$ cat src/rtl/sound_pkg.sv
// Shared definitions for the sound sequencer and sound player.
package sound_pkg;

    localparam int SAMPLE_W    = 10;
    localparam int DIV_DEFAULT = 3125;

    typedef enum logic [2:0] {
        IDLE,
        FETCH,
        WAIT,
        HOLD,
        LAST
    } state_t;

endpackage

$ cat src/rtl/sample_tick_gen.sv
// Sample-period tick source: counts 0..DIV-1 while enabled; clear restarts the period.
// Latency: tick is decoded combinationally from the count register.
// Backpressure: none; advances on every enabled cycle.
module sample_tick_gen
    import sound_pkg::*;
#(
    parameter int DIV = DIV_DEFAULT
) (
    input  logic clk,
    input  logic reset_n_clk,
    input  logic clear,
    input  logic en,
    output logic tick
);

    localparam int CNT_W = (DIV > 1) ? $clog2(DIV) : 1;
    localparam logic [CNT_W-1:0] LAST_CNT = CNT_W'(DIV - 1);

    logic [CNT_W-1:0] cnt_q, cnt_d;

    always_comb begin
        cnt_d = cnt_q;
        if (clear) begin
            cnt_d = '0;
        end else if (en) begin
            cnt_d = (cnt_q == LAST_CNT) ? '0 : cnt_q + CNT_W'(1);
        end
    end

    always_ff @(posedge clk or negedge reset_n_clk) begin
        if (!reset_n_clk) begin
            cnt_q <= '0;
        end else begin
            cnt_q <= cnt_d;
        end
    end

    assign tick = (cnt_q == LAST_CNT);

endmodule

$ cat src/rtl/sound_sequencer.sv
// Plays samples start..end from memory, one per DIV-cycle period, optionally looping.
// Latency: first sample reaches read_data DIV+1 cycles after the play request.
// Backpressure: none; play is ignored while busy, stop aborts on the next cycle.
module sound_sequencer
    import sound_pkg::*;
#(
    parameter int ADDR_W = 16,
    parameter int DIV    = DIV_DEFAULT
) (
    input  logic                clk,
    input  logic                reset_n_clk,
    input  logic                play_req,
    input  logic                stop_req,
    input  logic [ADDR_W-1:0]   start_addr,
    input  logic [ADDR_W-1:0]   end_addr,
    input  logic                loop_en,
    output logic [ADDR_W-1:0]   mem_addr,
    output logic                mem_rd_en,
    input  logic [SAMPLE_W-1:0] mem_rdata,
    output logic [SAMPLE_W-1:0] read_data,
    output logic                sound_enable_n,
    output logic                busy,
    output logic                done,
    output logic                err
);

    state_t              state_q, state_d;
    logic [ADDR_W-1:0]   addr_q, addr_d;
    logic [ADDR_W-1:0]   start_q, start_d;
    logic [ADDR_W-1:0]   end_q, end_d;
    logic                loop_q, loop_d;
    logic [SAMPLE_W-1:0] next_q, next_d;
    logic [SAMPLE_W-1:0] read_data_q, read_data_d;
    logic                snd_en_n_q, snd_en_n_d;
    logic                rd_en_q, rd_en_d;
    logic                done_q, done_d;
    logic                err_q, err_d;
    logic                tick, cnt_clear, cnt_en;

    assign cnt_en = (state_q != IDLE);

    sample_tick_gen #(.DIV(DIV)) u_tick (
        .clk         (clk),
        .reset_n_clk (reset_n_clk),
        .clear       (cnt_clear),
        .en          (cnt_en),
        .tick        (tick)
    );

    always_comb begin
        state_d     = state_q;
        addr_d      = addr_q;
        start_d     = start_q;
        end_d       = end_q;
        loop_d      = loop_q;
        next_d      = next_q;
        read_data_d = read_data_q;
        snd_en_n_d  = snd_en_n_q;
        rd_en_d     = 1'b0;
        done_d      = 1'b0;
        err_d       = 1'b0;
        cnt_clear   = 1'b0;

        case (state_q)
            IDLE: begin
                if (play_req) begin
                    if (start_addr <= end_addr) begin
                        start_d   = start_addr;
                        end_d     = end_addr;
                        loop_d    = loop_en;
                        addr_d    = start_addr;
                        cnt_clear = 1'b1;
                        rd_en_d   = 1'b1;
                        state_d   = FETCH;
                    end else begin
                        err_d = 1'b1;
                    end
                end
            end
            FETCH: state_d = WAIT;
            WAIT: begin
                next_d  = mem_rdata;
                state_d = HOLD;
            end
            HOLD: begin
                if (tick) begin
                    read_data_d = next_q;
                    snd_en_n_d  = 1'b0;
                    if (addr_q != end_q) begin
                        addr_d  = addr_q + ADDR_W'(1);
                        rd_en_d = 1'b1;
                        state_d = FETCH;
                    end else if (loop_q) begin
                        addr_d  = start_q;
                        rd_en_d = 1'b1;
                        state_d = FETCH;
                    end else begin
                        state_d = LAST;
                    end
                end
            end
            LAST: begin
                if (tick) begin
                    read_data_d = '0;
                    snd_en_n_d  = 1'b1;
                    done_d      = 1'b1;
                    state_d     = IDLE;
                end
            end
            default: state_d = IDLE;
        endcase

        // Abort overrides whatever the sample period would have done this cycle.
        if (stop_req && state_q != IDLE) begin
            state_d     = IDLE;
            read_data_d = '0;
            snd_en_n_d  = 1'b1;
            rd_en_d     = 1'b0;
            done_d      = 1'b0;
        end
    end

    always_ff @(posedge clk or negedge reset_n_clk) begin
        if (!reset_n_clk) begin
            state_q     <= IDLE;
            addr_q      <= '0;
            start_q     <= '0;
            end_q       <= '0;
            loop_q      <= 1'b0;
            next_q      <= '0;
            read_data_q <= '0;
            snd_en_n_q  <= 1'b1;
            rd_en_q     <= 1'b0;
            done_q      <= 1'b0;
            err_q       <= 1'b0;
        end else begin
            state_q     <= state_d;
            addr_q      <= addr_d;
            start_q     <= start_d;
            end_q       <= end_d;
            loop_q      <= loop_d;
            next_q      <= next_d;
            read_data_q <= read_data_d;
            snd_en_n_q  <= snd_en_n_d;
            rd_en_q     <= rd_en_d;
            done_q      <= done_d;
            err_q       <= err_d;
        end
    end

    assign mem_addr       = addr_q;
    assign mem_rd_en      = rd_en_q;
    assign read_data      = read_data_q;
    assign sound_enable_n = snd_en_n_q;
    assign done           = done_q;
    assign err            = err_q;
    assign busy           = (state_q != IDLE);

endmodule

$ cat config.mk
export PLATFORM = sky130hd
export DESIGN_NAME = sound_sequencer
export DESIGN_NICKNAME = d
export VERILOG_FILES = /design/src/rtl/sound_pkg.sv /design/src/rtl/sample_tick_gen.sv /design/src/rtl/sound_sequencer.sv
export SDC_FILE = /design/constraint.sdc
export NUM_CORES = 1
export LEC_CHECK = 0
export CORE_ASPECT_RATIO = 1.4
export CORE_UTILIZATION = 35
export DETAILED_ROUTE_END_ITERATION = 8
export PLACE_DENSITY_LB_ADDON = 0.2
export SKIP_LAST_GASP = 1
export SLEW_MARGIN = 20
export SYNTH_ARGS = -nofsm -noshare
export SYNTH_HDL_FRONTEND = slang
export SYNTH_SLANG_ARGS = --single-unit
$ cat constraint.sdc
create_clock -name clk -period 2 [get_ports clk]
set_input_delay 0.3 -clock clk [delete_from_list [all_inputs] [get_ports clk]]
set_output_delay 0.3 -clock clk [all_outputs]
set_load 0.005 [all_outputs]
==> flow_summary.yaml <==
placed_design:
  place_area_um2: 6780
  hpwl_mm: 9.99
  gp_congestion: 0.851
  port_buffers: 77
  dpl.cell_count: 825
yosys:
  synth_area_um2: 5000
  synthTopCellsByCount: "dfrtp_1 (87), nand2_1 (71), mux2_2 (48)"
  synth_cells: 492
  synth_area_leaders: "dfrtp_1 (44%), mux2_2 (11%), nand2_1 (5.3%)"
  ys_seq_area_share_pct: 44.0
  synth_nets: 558
  ys_ff_latch: 88
  synth_top_area_share_pct: 43.5
  avgSynthCellArea_um2: 10.2
  yosysUniqueCellTypes: 54
  yosysMostFrequentCell: "dfrtp_1"
  synth_ff_type: "dfrtp_1"
  synth_area_leader_cell: "dfrtp_1"
  yosys_warnings: 0
  synthArstFlopShare_pct: 100
  synth-edff-count: 0
floorplanning:
  row_count: 51
  dieHeight_um: 143
  io_pins: 78
  die_x_um: 103
  coreArea_um2: 13900
  start_util_pct: 36.0
  dieArea_um2: 14800
detailed_routing:
  drt_pass1_iterations: 4
  ant_nets: 0
  wl_per_cell_um: 16.8
  vias: 4306
  routed_via_density: 5.04
  drc: 0
  routed_wl_mm: 14.4
  drt-initial-drc-count: 147
worst_setup_path:
  critical_path.cell_chain: "xor2_1 > nor4_2 > buf_4 > nand4_4 > o211ai_4 > nand2_8 > mux2_4"
  crit_path_max_incr_delay_ps: 400
  crit_path_start: "mem_addr[12]$_DFFE_PN0P_"
  critPathMaxFanout: 15
  cp_data_required_time_ps: 2230
  r2r_setup_slack_ps: -150
  r2r_end: "mem_addr[5]$_DFFE_PN0P_"
  critical_path_class: "reg -> reg"
  r2r_start: "mem_addr[12]$_DFFE_PN0P_"
  path_buf_inv: 1
  r2r_cells: 7
  cp.arrival_ps: 2380
  cp-start-kind: "flop"
  crit_family: "simple AND/OR/NAND/NOR gates"
  cp_slowest_cell: "dfrtp_1"
  cp-endpoint: "mem_addr[5]$_DFFE_PN0P_"
  endpoint_kind: "flop"
  cp.depth: 7
cells_and_area:
  drive_gt1_share_pct: 44.2
  nets: 731
  final_cell_area_um2: 7710
  area_growth_pct: 54.1
  antenna_cells: 0
  final-instance-count-excl-fill: 855
grt:
  first_global_vias: 4413
  grt_start_max_net_pins: 40
  overflow: 0
  grt.total_usage_pct: 20.4
  grt_antenna_before_repair: 0
  grt_pass1_wl_mm: 22.7
clock_network:
  clk_pin_slew_ps: 70
  cts_made_buffers: 9
  root_buffer: "clkbuf_16"
  clk_path_buf_depth: 2
  numClockSinks: 88
  tritoncts: "yes"
  htreeDepth: 3
  clock_latency_ps: 350
timing:
  rsz0062_at_grt: "yes"
  maxSlewViolCount: 0
  fin_crit_sh_pct: 107
  fin_skew_ps: 5.97
  hold_ws_ps: 199
  fin_crit_ps: 2150
  setup_slack_ps: -148
  final-hold-violation-count: 0
  timing.slew.headroom_pct: 56.6
  worstMarginPinSlew_ps: 639
  setup_viol: 39
  fmax_mhz: 465
power_and_ir_drop:
  leakage_nw: 3.48
  vdd_drop_max_uv: 514
  power_density_nw_per_um2: 1280
  finalPower_mw: 9.88
outcome:
  status: "finished with violations"
  failed_checks: "setup timing"
run:
  max_cap_violations: 0
hold_path:
  hold_class: "in -> reg"
[cell type report]
cell class	count	area, um^2
Clock buffer	10	239
Clock inverter	6	115
Fill cell	1245	6200
Inverter	26	130
Multi-Input combinational cell	358	3120
Sequential cell	88	2200
Tap cell	185	231
Timing Repair Buffer	182	1670
[cells by family (layout without fill, tap and decap cells)]
group | Yosys count | count (layout) | synth area share, %
mux | 58 | 58 | 13.5
flops | 88 | 88 | 44.0
fa+ha+maj | 19 | 19 | 4.75
compound gates | 91 | 91 | 11.4
buf+inv | 50 | 224 | 4.85
simple gates | 156 | 160 | 16.2
xor+xnor | 30 | 30 | 5.25
[report_power, final]
group          internal [mW]  leakage (nW)  switching (mW)
combinational           2.67          2.23            2.16
sequential              2.55          1.08           0.508
clock                   1.26         0.169           0.725
[per-stage QoR]
stage	setup TNS, ps	util, %	worst slack [ps]
2_1_floorplan	-3440	-	-170
3_3_place_gp	-67550	48.7	-1200
3_5_place_dp	-69900	48.7	-1240
4_1_cts	-2430	54.2	-123
5_1_grt	-6720	55.4	-245
6_report	-2960	55.4	-148
[layout by cell type, fill, tap and decap left out, drive strengths merged, types with 11 or more instances in the layout]
cell	Yosys	final
a21oi	15	15
buf	13	129
clkbuf	11	11
clkdlybuf4s50	0	43
dfrtp	87	87
ha	19	19
inv	26	27
mux2	55	55
nand2	72	72
nand3	11	11
nor2	25	26
nor4	11	11
o21ai	58	58
xnor2	12	12
xor2	18	18
[timing repair]
item / 4_1_cts / 5_1_grt
gates resized for setup: 205 / 44
endpoints found under the hold margin: 36 / 0
setup buffers: 8 / 4
pin swaps: 24 / 26
gates cloned: 3 / 2
endpoints found under the setup margin: 75 / 69
hold buffers: 1 / 0
[worst min path at each step]
| stage | startpoint | end | depth (start not counted) |
|---|---|---|---|
| detailed placement | reset_n_clk | u_tick.cnt_q[3]$_DFFE_PN0P_ | 1 |
| finish | start_addr[13] | start_q[13]$_DFFE_PN0N_ | 3 |
| floorplan | reset_n_clk | done$_DFF_PN0_ | 0 |
| global route | end_addr[15] | end_q[15]$_DFFE_PN0N_ | 2 |
| CTS | start_addr[13] | start_q[13]$_DFFE_PN0N_ | 3 |
| global placement | reset_n_clk | u_tick.cnt_q[3]$_DFFE_PN0P_ | 1 |
[layer usage]
metal / share of wire (%) / track usage [%]
met4: 4.3 / 11.4
met2: 51 / 35.3
met1: 41 / 24.2
met5: 0 / 0
met3: 3.8 / 2.48
[tightest hold or removal path: stages]
cell and delay, ps:
buf_6 90, nand2_1 50, o21ai_1 60
[sequential cells by signal, summed over array words and instances, names as in the netlist]
| register | cells |
|---|---|
| end_q | 16 |
| state_q | 3 |
| mem_addr | 16 |
| next_q | 10 |
| sound_enable_n | 1 |
| read_data | 10 |
| start_q | 16 |
| mem_rd_en | 1 |
| u_tick.cnt_q | 12 |
| done | 1 |
| err | 1 |
| loop_q | 1 |
Power figures use the tool's default switching activity.
